==> src/rtl/frogger_pkg.sv <==
// Shared types and constants for the Frogger player controller:
// FSM state encoding, bitmap tile codes, button bit positions and default grid size.
package frogger_pkg;

  typedef enum logic [1:0] {
    ST_IDLE      = 2'd0,
    ST_ALIVE     = 2'd1,
    ST_DYING     = 2'd2,
    ST_GAME_OVER = 2'd3
  } state_e;

  localparam logic [3:0] TILE_ROAD  = 4'd1;
  localparam logic [3:0] TILE_WATER = 4'd2;
  localparam logic [3:0] TILE_GOAL  = 4'd4;

  // Bit positions inside the packed button vector fed to the edge detector.
  localparam int BTN_UP    = 3;
  localparam int BTN_DOWN  = 2;
  localparam int BTN_LEFT  = 1;
  localparam int BTN_RIGHT = 0;

  localparam int DEF_GRID_W  = 14;
  localparam int DEF_GRID_H  = 15;
  localparam int DEF_COORD_W = 6;

endpackage

==> src/rtl/frogger_btn_edge.sv <==
// Registered rising-edge detector for the four debounced direction buttons.
// Each output is a one-cycle pulse the cycle after the button goes high.
module frogger_btn_edge (
  input  logic       i_Clk,
  input  logic       i_Rst_L,
  input  logic [3:0] i_Btn,
  output logic [3:0] o_Pulse
);

  logic [3:0] prev_q;
  logic [3:0] pulse_q;

  // NOTE: state registers use non-blocking assignment so every flop samples
  // the pre-edge value of the others, independent of statement order.
  always_ff @(posedge i_Clk) begin
    if (!i_Rst_L) begin
      prev_q  <= '0;
      pulse_q <= '0;
    end else begin
      prev_q  <= i_Btn;
      pulse_q <= i_Btn & ~prev_q;
    end
  end

  assign o_Pulse = pulse_q;

endmodule

==> src/rtl/frogger_player_fsm.sv <==
// Frog position, lives, score and goal-slot controller with a timed death/respawn
// sequence. All outputs come straight from registers.
module frogger_player_fsm
  import frogger_pkg::*;
#(
  parameter int GRID_W      = 14,
  parameter int GRID_H      = 15,
  parameter int COORD_W     = 6,
  parameter int START_X     = 6,
  parameter int START_Y     = 14,
  parameter int LIVES       = 3,
  parameter int NUM_GOALS   = 4,
  parameter int GOAL_SHIFT  = 2,
  parameter int DEATH_TICKS = 30,
  parameter int SCORE_W     = 7
) (
  input  logic                         i_Clk,
  input  logic                         i_Rst_L,
  input  logic                         i_Game_Active,
  input  logic                         i_Up_Mvt,
  input  logic                         i_Down_Mvt,
  input  logic                         i_Left_Mvt,
  input  logic                         i_Right_Mvt,
  input  logic                         i_Frame_Tick,
  input  logic                         i_Collided,
  input  logic [3:0]                   i_Tile_Data,
  output logic [COORD_W-1:0]           o_Frogger_X,
  output logic [COORD_W-1:0]           o_Frogger_Y,
  output logic [SCORE_W-1:0]           o_Score,
  output logic [$clog2(LIVES+1)-1:0]   o_Lives,
  output logic [NUM_GOALS-1:0]         o_Goal_Mask,
  output logic                         o_Dying,
  output logic                         o_Game_Over,
  output logic                         o_Level_Done
);

  localparam int LW = $clog2(LIVES + 1);
  localparam int CW = $clog2(DEATH_TICKS + 1);
  localparam logic [COORD_W-1:0] START_XC = COORD_W'(START_X);
  localparam logic [COORD_W-1:0] START_YC = COORD_W'(START_Y);
  localparam logic [COORD_W-1:0] MAX_X    = COORD_W'(GRID_W - 1);
  localparam logic [COORD_W-1:0] MAX_Y    = COORD_W'(GRID_H - 1);

  logic [3:0] btn_pulse;

  frogger_btn_edge u_btn_edge (
    .i_Clk   (i_Clk),
    .i_Rst_L (i_Rst_L),
    .i_Btn   ({i_Up_Mvt, i_Down_Mvt, i_Left_Mvt, i_Right_Mvt}),
    .o_Pulse (btn_pulse)
  );

  state_e               state_q;
  logic [COORD_W-1:0]   x_q, y_q;
  logic [SCORE_W-1:0]   score_q;
  logic [LW-1:0]        lives_q;
  logic [NUM_GOALS-1:0] mask_q;
  logic [CW-1:0]        cnt_q;
  logic                 dying_q, game_over_q, level_done_q;

  logic [COORD_W-1:0]   x_move_d, y_move_d;
  logic [COORD_W-1:0]   slot;
  logic [NUM_GOALS-1:0] goal_bit, mask_set_d;
  logic [SCORE_W-1:0]   score_inc_d;
  logic [CW-1:0]        cnt_inc_d;
  logic                 goal_ok, death_done;

  // NOTE: every always_comb output gets a default first so no path leaves it
  // unassigned, which would otherwise infer a latch.
  always_comb begin
    x_move_d = x_q;
    y_move_d = y_q;
    // Highest-priority edge wins; if it is blocked by a border nothing moves.
    if (btn_pulse[BTN_UP]) begin
      if (y_q != '0) y_move_d = y_q - COORD_W'(1);
    end else if (btn_pulse[BTN_DOWN]) begin
      if (y_q != MAX_Y) y_move_d = y_q + COORD_W'(1);
    end else if (btn_pulse[BTN_LEFT]) begin
      if (x_q != '0) x_move_d = x_q - COORD_W'(1);
    end else if (btn_pulse[BTN_RIGHT]) begin
      if (x_q != MAX_X) x_move_d = x_q + COORD_W'(1);
    end
  end

  assign slot        = x_q >> GOAL_SHIFT;
  assign goal_bit    = NUM_GOALS'(1) << slot;
  assign mask_set_d  = mask_q | goal_bit;
  assign goal_ok     = (i_Tile_Data == TILE_GOAL) && (slot < COORD_W'(NUM_GOALS))
                       && ((mask_q & goal_bit) == '0);
  assign score_inc_d = (score_q == '1) ? score_q : score_q + SCORE_W'(1);
  assign cnt_inc_d   = cnt_q + CW'(1);
  assign death_done  = i_Frame_Tick && (cnt_inc_d == CW'(DEATH_TICKS));

  always_ff @(posedge i_Clk) begin
    // Reset and game abort both land in IDLE with fresh game values.
    if (!i_Rst_L || !i_Game_Active) begin
      state_q      <= ST_IDLE;
      x_q          <= START_XC;
      y_q          <= START_YC;
      score_q      <= '0;
      lives_q      <= LW'(LIVES);
      mask_q       <= '0;
      cnt_q        <= '0;
      dying_q      <= 1'b0;
      game_over_q  <= 1'b0;
      level_done_q <= 1'b0;
    end else begin
      level_done_q <= 1'b0;
      case (state_q)
        ST_IDLE: state_q <= ST_ALIVE;
        ST_ALIVE: begin
          if (i_Collided) begin
            state_q <= ST_DYING;
            dying_q <= 1'b1;
            lives_q <= lives_q - LW'(1);
          end else if (y_q == '0) begin
            if (goal_ok) begin
              score_q <= score_inc_d;
              x_q     <= START_XC;
              y_q     <= START_YC;
              if (&mask_set_d) begin
                mask_q       <= '0;
                level_done_q <= 1'b1;
              end else begin
                mask_q <= mask_set_d;
              end
            end else begin
              state_q <= ST_DYING;
              dying_q <= 1'b1;
              lives_q <= lives_q - LW'(1);
            end
          end else begin
            x_q <= x_move_d;
            y_q <= y_move_d;
          end
        end
        ST_DYING: begin
          if (death_done) begin
            cnt_q   <= '0;
            dying_q <= 1'b0;
            if (lives_q == '0) begin
              state_q     <= ST_GAME_OVER;
              game_over_q <= 1'b1;
            end else begin
              state_q <= ST_ALIVE;
              x_q     <= START_XC;
              y_q     <= START_YC;
            end
          end else if (i_Frame_Tick) begin
            cnt_q <= cnt_inc_d;
          end
        end
        ST_GAME_OVER: state_q <= ST_GAME_OVER;
        default:      state_q <= ST_IDLE;
      endcase
    end
  end

  assign o_Frogger_X  = x_q;
  assign o_Frogger_Y  = y_q;
  assign o_Score      = score_q;
  assign o_Lives      = lives_q;
  assign o_Goal_Mask  = mask_q;
  assign o_Dying      = dying_q;
  assign o_Game_Over  = game_over_q;
  assign o_Level_Done = level_done_q;

endmodule

==> config.mk <==
export PLATFORM = sky130hd
export DESIGN_NAME = frogger_player_fsm
export DESIGN_NICKNAME = d
export VERILOG_FILES = /design/src/rtl/frogger_pkg.sv /design/src/rtl/frogger_btn_edge.sv /design/src/rtl/frogger_player_fsm.sv
export SDC_FILE = /design/constraint.sdc
export NUM_CORES = 1
export LEC_CHECK = 0
export BUFFER_PORTS_ARGS = -buffer_cell sky130_fd_sc_hd__buf_2
export CAP_MARGIN = 20
export CORE_AREA = 2 2 82 84
export DETAILED_ROUTE_END_ITERATION = 16
export DIE_AREA = 0 0 84 86
export PLACE_DENSITY = 0.59
export SYNTH_ARGS = -nofsm -noshare
export SYNTH_HDL_FRONTEND = slang
export SYNTH_SLANG_ARGS = --single-unit
==> constraint.sdc <==
create_clock -name i_Clk -period 2.45 [get_ports i_Clk]
set_input_delay 0.49 -clock i_Clk [delete_from_list [all_inputs] [get_ports i_Clk]]
set_output_delay 0.49 -clock i_Clk [all_outputs]
set_load 0.005 [all_outputs]
# ---- Yosys cells after proc, flatten, opt, wreduce, memory -nomap -nowiden
# Cells that the tools add are included.
dict set report word_totals {
  register_bits 43
  input_bits 13
  output_inout_bits 28
  elab_cells 119
}
dict set report classes {
  add_sub_neg 7
  order_cmp 1
  eq_ne 23
  shift 1
  n_mux 40
  n_bitwise 9
  reduce_logical 26
}
# cell count
set ops {}
lappend ops {{$mux W6} 20}
lappend ops {{$pmux W6 S2} 2}
lappend ops {{$mux W2} 8}
lappend ops {{$ne A3 B3 Y1 const B} 5}
lappend ops {{$add A6 B1 Y6 const B} 2}
lappend ops {{$ne A6 B4 Y1 const B} 2}
lappend ops {{$reduce_and A4 Y1} 3}
lappend ops {{$reduce_bool A6 Y1} 2}
lappend ops {{$sub A6 B1 Y6 const B} 2}
lappend ops {{$mux W5} 2}
lappend ops {{$reduce_and A10 Y1} 1}
lappend ops {{$reduce_and A3 Y1} 3}
lappend ops {{$and A4 B4 Y4} 2}
lappend ops {{$ne A2 B2 Y1 const B} 4}
lappend ops {{$ne A4 B2 Y1 const B} 2}
lappend ops {{$ne A4 B3 Y1 const B} 2}
lappend ops {{$ne A4 B4 Y1 const B} 2}
lappend ops {{$pmux W2 S4} 1}
lappend ops {{$reduce_and A8 Y1} 1}
lappend ops {{$add A7 B1 Y7 const B} 1}
lappend ops {{$eq A7 B7 Y1 const B} 1}
lappend ops {{$logic_not A6 Y1} 1}
lappend ops {{$reduce_bool A2 Y1} 3}
lappend ops {{$add A5 B1 Y5 const B} 1}
lappend ops {{21 further kinds} 34}

# ---- Longest topological paths before layout
# Gate-level depths: netlist of the first run.
dict set report logic_depth {
  depth_word 9
  mapped_depth 9
  depth_no_buf 8
}

# ---- By module
# From an unflattened synthesis of the first run, not the netlist that was laid out.
dict set report unflattened {
  cells_unflattened 260
  hier_area_um2 2309.7
}
# module n_inst cells_each area_each_um2 seq_area_each_um2
set by_module_without_submodules {}
lappend by_module_without_submodules {frogger_player_fsm 1 244 2084.5 700.7}
lappend by_module_without_submodules {frogger_btn_edge 1 16 225.2 160.2}

# ---- Worst setup path before layout of the first run
# OpenSTA, ideal clock, no wires.
dict set report synth_path {
  path_kind {register to register}
  from {register x_q[2] (netlist: o_Frogger_X[2])}
  to {register x_q[5] (netlist: o_Frogger_X[5])}
  setup_time_ps 74
  arrival_ps 2182
  required_time_ps 2376
  path_slack_ps 194
  stages_incl_launch_ff 7
  path_buffers 0
  period_less_slack_ps 2256
  cell_sequence {dfxtp_1 > mux4_2 > and4bb_1 > nor3_2 > a311oi_1 > or4b_1 > a31oi_1}
}
dict set report synth_via {
  elab_chain_cells 9
  word_cells_on_any_way 23
  classes_between {add/sub (2); order compare (1); eq/ne (4); shift (1); mux (9); bitwise (1); reduce/logical (5)}
}
# element line
set synth_lines {}
lappend synth_lines {{start: declaration} frogger_player_fsm.sv:54} ;# logic [COORD_W-1:0] x_q, y_q;
lappend synth_lines {{start signal: assignment} frogger_player_fsm.sv:133} ;# x_q <= x_move_d;
lappend synth_lines {{$add A6 B1 Y6} frogger_player_fsm.sv:81} ;# if (x_q != MAX_X) x_move_d = x_q + COORD_W'(1);
lappend synth_lines {{$mux W6} frogger_player_fsm.sv:81}
lappend synth_lines {{$mux W6} frogger_player_fsm.sv:80} ;# end else if (btn_pulse[BTN_RIGHT]) begin
lappend synth_lines {{$mux W6} frogger_player_fsm.sv:78} ;# end else if (btn_pulse[BTN_LEFT]) begin
lappend synth_lines {{$mux W6} frogger_player_fsm.sv:76} ;# end else if (btn_pulse[BTN_DOWN]) begin
lappend synth_lines {{$mux W6} frogger_player_fsm.sv:74} ;# if (btn_pulse[BTN_UP]) begin
lappend synth_lines {{$mux W6} frogger_player_fsm.sv:116} ;# end else if (y_q == '0) begin
lappend synth_lines {{$mux W6} frogger_player_fsm.sv:112} ;# if (i_Collided) begin
lappend synth_lines {{$pmux W6 S2} frogger_player_fsm.sv:109} ;# case (state_q)
# Several ways; a longest one is shown, not always the timed one. The select of a mux whose other input is x is not followed.
# A chain may end at the register's enable or synchronous reset.

# ---- Worst setup path after layout of the first run
dict set report layout_path {
  from {register cnt_q[0]}
  to {register x_q[5] (netlist: o_Frogger_X[5])}
}
dict set report layout_via {
  elab_chain_cells 5
}
# element line
set layout_lines {}
lappend layout_lines {{start: declaration} frogger_player_fsm.sv:58} ;# logic [CW-1:0] cnt_q;
lappend layout_lines {{start signal: assignment} frogger_player_fsm.sv:150} ;# cnt_q <= cnt_inc_d;
lappend layout_lines {{$add A5 B1 Y5} frogger_player_fsm.sv:91} ;# assign cnt_inc_d = cnt_q + CW'(1);
lappend layout_lines {{$eq A5 B5 Y1} frogger_player_fsm.sv:92} ;# assign death_done = i_Frame_Tick && (cnt_inc_d == CW'(DEATH_TICKS));
lappend layout_lines {{$logic_and A1 B1 Y1} frogger_player_fsm.sv:92}
lappend layout_lines {{$ne A2 B2 Y1 (no line)} n/a}
lappend layout_lines {{$reduce_and A10 Y1 (no line)} n/a}
# No other way between the ends.

==> summary.md, run 1 <==
| Metric | Value |
|---|---|
| Hold Path Depth | 1 |
| First-pass GRT wire length | 8760 µm |
| Final setup fails | 0 |
| Maximum VDD drop | between 0.3 and 0.4 mV |
| Synth Area in Adders | 0.104 |
| Syn Inst Count | between 200 and 300 |
| Routed vias/inst | around 5.2 |
| Number of global-route vias before repair | between 1500 and 2000 |
| Fin Clk Skew | ~0.011 ns |
| Mean Syn Cell Area | a little under 9 µm² |
| CTS sink cnt | 43 |
| Core Region | between 6000 and 7000 µm² |
| Leak Pwr | between 1 and 1.5 nW |
| Starting Density | 0.370 |
| Fmax | 441 MHz |
| Crit path launch type | flip-flop |
| Levels on crit path | 7 |
| Count leader, synth | dfxtp_1 |
| Yosys warnings | 0 |
| Critical Path End Type | flip-flop |
| Crit-path max FO | 5 |
| Crit path launch | cnt_q[0] |
| Post-DRT Antenna Nets | 0 |
| Post-Synth XOR/XNOR Area | 0.0528 |
| Area share of and/or/nand/nor cells after synthesis | 0.235 |
| Comb pwr share | 0.122 |
| Tightest Pin Transition | 0.623 ns |
| Post-route clock period utilization | 0.926 |
| Clk_lat worst skew | approximately 0.3 ns |
| Clk buf depth | 2 |
| Final RePlAce weighted congestion | just under 0.8 |
| Total grt overflow | 0 |
| Status | complete, no violations |
| Cell taking the most area after synthesis | dfxtp_1 |
| Flops & latches, synth | 43 |
| Hold WS | approximately 0.39 ns |
| Cell Chain, Critical Path | ha_2, xor2_1, and4_1, a41oi_1, a311oi_2, or4b_1, a31oi_1 |
| Sequential-to-total area share from yosys stat | 0.371 |
| Total wire length | between 5000 and 6000 µm |
| Post-synth top area share | 0.371 |
| Cts repair resizes | 0 |
| Fraction of layout cells with a size suffix above 1 | 0.215 |
| Worst Setup Path Type | flip-flop to flip-flop |
| Critical R2R Capture | o_Frogger_X[5] |
| Final Hold Viols | 0 |
| Post-synth EDFFs | 0 |
| CTS Buf Count | 5 |
| Detailed-route DRC error count | 0 |
| Initial antenna violation count | 0 |
| Post-Syn Area | approximately 2300 µm² |
| Die Ht | about 86 µm |
| Setup TNS | 0 ns |
| Largest family of logic cells by synthesized area | simple AND/OR/NAND/NOR gates |
| Post-synthesis compound-gate area fraction | 0.167 |
| # port buffers | 40 |
| Pint | between 0.001 and 0.0015 W |
| Die area | about 7200 µm² |
| WL/cell | 13.1 µm |
| Net Switching | ~0.00035 W |
| Netlist cell types | 50 |
| Die width | between 80 and 90 µm |
| Tmin final | roughly 2.3 ns |
| Worst Path Required | approximately 2.7 ns |
| Worst path slowest cell | or4b_1 |
| Fin nets | between 300 and 400 |
| Crit path largest cell delay | approximately 0.46 ns |
| Rel. slew slack | 0.583 |
| Synthesized Nets | just under 300 |
| Buffer and inverter count on the worst path | 0 |
| Ports | slightly above 40 |
| Clock power frac | 0.386 |
| Total GRT Usage | 0.148 |
| Commonest cells post-synth | dfxtp_1, nor2_1, a21oi_1 |
| Crit path max-delay family | simple AND/OR/NAND/NOR gates |
| # fillers | approximately 640 |
| R2R cell count | 7 |
| Worst reg2reg path startpoint | cnt_q[0] |
| Drt pass-1 iters | 4 |
| Switching Share | 0.239 |
| Max-capacitance violation count | 0 |
| H-tree levels | 2 |
| Clock slew at reported path FFs | 0.09 ns |
| Antenna diodes | 0 |
| RSZ-0062 raised after global routing | no |
| Largest net degree at the start of global routing | 18 |
| Initial DRC count | 109 |
| Worst Setup EP | o_Frogger_X[5] |
| Post-synth ARST share | 0 |
| Root Buffer | clkbuf_8 |
| Worst Hold Class | flip-flop to flip-flop |
| Max-slew violations | 0 |
| Worst reg2reg setup slack | around 0.18 ns |
| Top FF cell, synth | dfxtp_1 |
| Mux cell area share after synthesis | 0.0275 |
| Critical path arrival | 2.48 ns |
| Std cell rows | 29 |
| Final HPWL DP | 3910 µm |
| Post-CTS setup buffer count | 0 |
| PwrDens | ~530 nW/µm² |
| Hold buffers post-CTS | 0 |
| CTS tree | yes |
| Total number of vias | just over 2000 |
| Largest cells by area after synthesis | dfxtp_1, ha_1, a21oi_1, nor2_1, inv_1 |
| Sequential power share | 0.493 |
| Area Growth Syn to Fin | 21.6% |
-- power by group through the flow --
| stage | clock (W) | combinational (W) | sequential [W] |
|---|---|---|---|
| after global routing | 0.000610 | 0.000203 | 0.000734 |
| after floorplan | 0 | 0.000122 | 0.000744 |
| final | 0.000572 | 0.000180 | 0.000730 |
| after global placement | 0 | 0.000177 | 0.000747 |
| after detailed placement | 0 | 0.000180 | 0.000748 |
| after CTS | 0.000587 | 0.000181 | 0.000731 |
-- logic make-up (layout without fill, tap and decap cells) --
kind of cell | after synthesis | after routing
and+or+nand+nor | 99 | 99
muxes | 5 | 5
adders and majority gates | 18 | 18
buffers and inverters | 27 | 82
DFF | 43 | 43
xor gates and xnor gates | 14 | 14
AOI/OAI and AO/OA | 60 | 60
-- worst min-delay path by stage --
stage	from	endpoint	slack, ns
floorplan	u_btn_edge.prev_q[0]	u_btn_edge.o_Pulse[0]	0.37
global placement	u_btn_edge.prev_q[3]	u_btn_edge.o_Pulse[3]	0.37
detailed placement	u_btn_edge.prev_q[0]	u_btn_edge.o_Pulse[0]	0.38
CTS	u_btn_edge.prev_q[0]	u_btn_edge.o_Pulse[0]	0.39
global route	u_btn_edge.prev_q[1]	u_btn_edge.o_Pulse[1]	0.40
finish	u_btn_edge.prev_q[2]	u_btn_edge.o_Pulse[2]	0.39
-- metrics by stage --
stage	util	std cells	area, µm²	setup WS, ns	total power [W]
3_3_place_gp	0.429	390	2700	0.0774	0.000924
5_1_grt	0.449	398	2820	0.0185	0.00155
4_1_cts	0.448	398	2810	0.101	0.00150
2_1_floorplan	-	266	2320	0.194	0.000866
3_5_place_dp	0.429	390	2700	0.0513	0.000928
6_report	0.449	398	2820	0.181	0.00148
-- metal layers --
layer  part of all wire  wire [µm]  global-route usage  up-vias
met1               0.48       2510               0.197      956
met4              0.016         82              0.0484        0
met5                  0          0                   0        -
met2               0.47       2430               0.243       40
li1                   -          -                   -     1060
met3              0.034        178              0.0298       10
-- worst reg2reg max path, delay by kind of cell, from the launching register on --
family,cells,cell delay (ns)
AOI/OAI and AO/OA,3,0.60
xor gates and xnor gates,1,0.18
adders and majority gates,1,0.24
DFF,1,0.41
and+or+nand+nor,2,0.75
-- cell type report --
type,instances,area (µm²),area share
multi-input combinational,196,1370,0.484
clock buffer,6,82.6,0.0293
clock inverter,2,35.0,0.0124
timing repair buffer,54,305,0.108
sequential,43,861,0.305
inverter,20,75.1,0.0266
tap,77,96.3,0.0341
-- registers in the layout (all words and copies together) (netlist names), 2 cells and up --
register and count:
cnt_q 5, o_Frogger_X 6, o_Frogger_Y 6, o_Goal_Mask 4
o_Lives 2, o_Score 7, state_q 2, u_btn_edge.o_Pulse 4
u_btn_edge.prev_q 4
-- cells in the final DEF (no fill, tap or decap), types with 2 or more instances in the layout --
cell       n
nor2_1    25
or4b_1     2
ha_1      15
xnor2_1    6
nand2b_1   6
mux2i_1    3
nand4b_1   2
and3_1     2
nand3_1    6
o21ai_1    2
dfxtp_1   43
and4_1     2
and2_1     6
buf_2     40
or3_1      4
o211ai_1   3
o21ai_0    6
a21oi_1   22
clkbuf_8   6
xor2_1     8
buf_4     14
nand4_1    7
nor3_1     7
a21o_1     3
a211o_1    2
nand2_1   15
a41oi_1    3
nor2b_1    7
inv_1     20
a31oi_1    7
a211oi_1   4
fa_1       2
(Power assumes the default switching activity.)
==> run 2: changes to the inputs <==
--- a/config.mk
+++ b/config.mk
@@ -10,7 +10,7 @@
 export CORE_AREA = 2 2 82 84
 export DETAILED_ROUTE_END_ITERATION = 16
 export DIE_AREA = 0 0 84 86
-export PLACE_DENSITY = 0.59
+export PLACE_DENSITY = 0.67
 export SYNTH_ARGS = -nofsm -noshare
 export SYNTH_HDL_FRONTEND = slang
 export SYNTH_SLANG_ARGS = --single-unit
==> summary.md, run 2 (synthesis results as in run 1) <==
| Metric | Value |
|---|---|
| Final setup fails | 0 (unchanged) |
| Die area | 7220 µm² (unchanged) |
| Placed Instances | 386 (-1.0%) |
| Total wire length | 5200 µm (+0.15%) |
| Final Hold Viols | 0 (unchanged) |
| Ports | 41 (unchanged) |
| Critical path arrival | 2.48 ns (about the same) |
| Cell Chain, Critical Path | mux4_2, and4bb_1, nor3_2, a311oi_2, or4b_1, a31oi_1 |
| Fraction of layout cells with a size suffix above 1 | 0.202 (-0.0131) |
| Drt pass-1 iters | 4 (unchanged) |
| Tightest Pin Transition | 0.639 ns (+0.0161 ns) |
| Status | complete, no violations |
| Antenna diodes | 0 (unchanged) |
| Fin Clk Skew | 0.0106 ns (-0.000209 ns) |
| Comb pwr share | 0.128 (+0.006) |
| Clk_lat worst skew | 0.30 ns (about the same) |
| Std cell rows | 29 (unchanged) |
| Pint | 0.000999 W (-11%) |
| Setup TNS | 0 ns (unchanged) |
| Leak Pwr | 1.18 nW (-2.6%) |
| Routed vias/inst | 5.17 (-0.45%) |
| Die width | 84 µm (unchanged) |
| Critical Path End Type | flip-flop |
| Sequential cell area | 861 µm² (unchanged) |
| Largest register FFs | 7 (unchanged) |
| # fillers | 642 (+0.94%) |
| WL/cell | 13.2 µm (+1.2%) |
| Leading cell types in the layout, fill and taps excluded | dfxtp_1, buf_2, nor2_1 |
| First-pass GRT wire length | 8880 µm (+1.3%) |
| Worst Path Required | 2.69 ns (+0.03 ns) |
| Core Region | 6280 µm² (unchanged) |
| Worst Setup Path Type | flip-flop to flip-flop |
| Max-capacitance violation count | 0 (unchanged) |
| Clock power frac | 0.340 (-0.046) |
| CTS Buf Count | 5 (unchanged) |
| Rel. slew slack | 0.574 (-0.00972) |
| Most common cell after layout, fill and taps aside | dfxtp_1 |
| Starting Density | 0.370 (unchanged) |
| CTS sink cnt | 43 (unchanged) |
| Initial DRC count | 93 (-15%) |
| Post-route clock period utilization | 0.917 (-0.00957) |
| Sequential power share | 0.531 (+0.038) |
| PwrDens | 498 nW/µm² (-5.3%) |
| Final core utilization | 0.441 (-0.00897) |
| Worst path slowest cell | mux4_2 |
| CTS tree | yes |
| Clock slew at reported path FFs | 0.09 ns (about the same) |
| Crit path launch type | flip-flop |
| Final HPWL DP | 3870 µm (-0.94%) |
| Final RePlAce weighted congestion | 0.793 (about the same) |
| Area Growth Syn to Fin | 19.1% |
| Maximum VDD drop | 0.401 mV (+9.3%) |
| Final Instance Count excl. Fillers | 394 (-1.0%) |
| Tmin final | 2.25 ns (-0.0235 ns) |
| RSZ-0062 raised after global routing | no |
| Total grt overflow | 0 (unchanged) |
| # port buffers | 40 (unchanged) |
| Fin nets | 347 (-1.1%) |
| Crit-path max FO | 6 (+1) |
| H-tree levels | 2 (unchanged) |
| Post-DRT Antenna Nets | 0 (unchanged) |
| Total GRT Usage | 0.150 (+0.00125) |
| Root Buffer | clkbuf_8 |
| Crit path largest cell delay | 0.53 ns (+0.07 ns) |
| Detailed-route DRC error count | 0 (unchanged) |
| Clk buf depth | 2 (unchanged) |
| Number of global-route vias before repair | 1973 (+4.9%) |
| Net Switching | 0.000377 W (+6.3%) |
| Multi-input logic area | 1360 µm² (-0.18%) |
| Hold WS | 0.387 ns (+0.000810 ns) |
| Fmax | 445 MHz (+1.0%) |
| Total number of vias | 2036 (-1.5%) |
| Largest net degree at the start of global routing | 18 (unchanged) |
| Worst Hold Class | flip-flop to flip-flop |
| Die Ht | 86 µm (unchanged) |
| Switching Share | 0.274 (+0.0348) |
| Max-slew violations | 0 (unchanged) |
| Initial antenna violation count | 0 (unchanged) |
| Hold buffers post-CTS | 0 (unchanged) |
run 2: cell types whose count changed in the layout (fill, tap and decap cells not counted), sizes merged:
| cell | change |
|---|---|
| buf | -4 |
| bufinv | -1 |
| clkbuf | -1 |
| clkinv | +1 |
| clkinvlp | +1 |
run 2: stage by stage:
| stage | worst slack, ns | power [W] | instance area [µm²] |
|---|---|---|---|
| 6_report | 0.204 | 0.00138 | 2770 |
| 5_1_grt | 0.0204 | 0.00144 | 2770 |
| 4_1_cts | 0.138 | 0.00139 | 2760 |
| 3_5_place_dp | 0.0495 | 0.000923 | 2670 |
| 3_3_place_gp | 0.0438 | 0.000919 | 2670 |
| 2_1_floorplan | 0.194 | 0.000866 | 2320 |
run 2: cell type report:
type | count | share of cell area
Inverter | 20 | 0.0271
Clock buffer | 5 | 0.0249
Tap cell | 77 | 0.0348
Clock inverter | 3 | 0.00905
Multi-Input combinational cell | 196 | 0.493
Timing Repair Buffer | 50 | 0.0995
Sequential cell | 43 | 0.311
run 2: power groups by stage:
stage          Clock, W  Sequential (W)  Combinational [W]
6_report       0.000468        0.000731           0.000177
5_1_grt        0.000510        0.000734           0.000198
4_1_cts        0.000487        0.000731           0.000177
3_5_place_dp          0        0.000748           0.000175
3_3_place_gp          0        0.000747           0.000172
2_1_floorplan         0        0.000744           0.000122
run 2: worst max-delay path, delay by kind of cell (launching register included):
family	cells	cell delay (ns)
simple gates	3	0.84
compound gates	2	0.46
mux	1	0.53
flops	1	0.36
run 2: routing by layer:
metal | global-route usage | part of all wire | vias up | routed length (µm)
met5 | 0 | 0 | - | 0
met4 | 0.0528 | 0.011 | 0 | 57
met3 | 0.0366 | 0.039 | 4 | 203
met2 | 0.249 | 0.47 | 40 | 2450
met1 | 0.190 | 0.48 | 934 | 2500
li1 | - | - | 1058 | -
run 2: worst paths after layout:
check | start | end | slack (ns) | depth (start not counted)
hold reg to reg | u_btn_edge.prev_q[2] | u_btn_edge.o_Pulse[2] | 0.39 | 1
setup reg to reg | o_Frogger_X[2] | o_Frogger_X[5] | 0.20 | 6
hold / removal | u_btn_edge.prev_q[2] | u_btn_edge.o_Pulse[2] | 0.39 | 1
setup / recovery | o_Frogger_X[2] | o_Frogger_X[5] | 0.20 | 6
run 2: what timing repair did:
action,in CTS,in global routing
resized for setup,0,1
endpoints found under the hold margin,0,0
buffers inserted,0,0
setup endpoints to repair,0,1
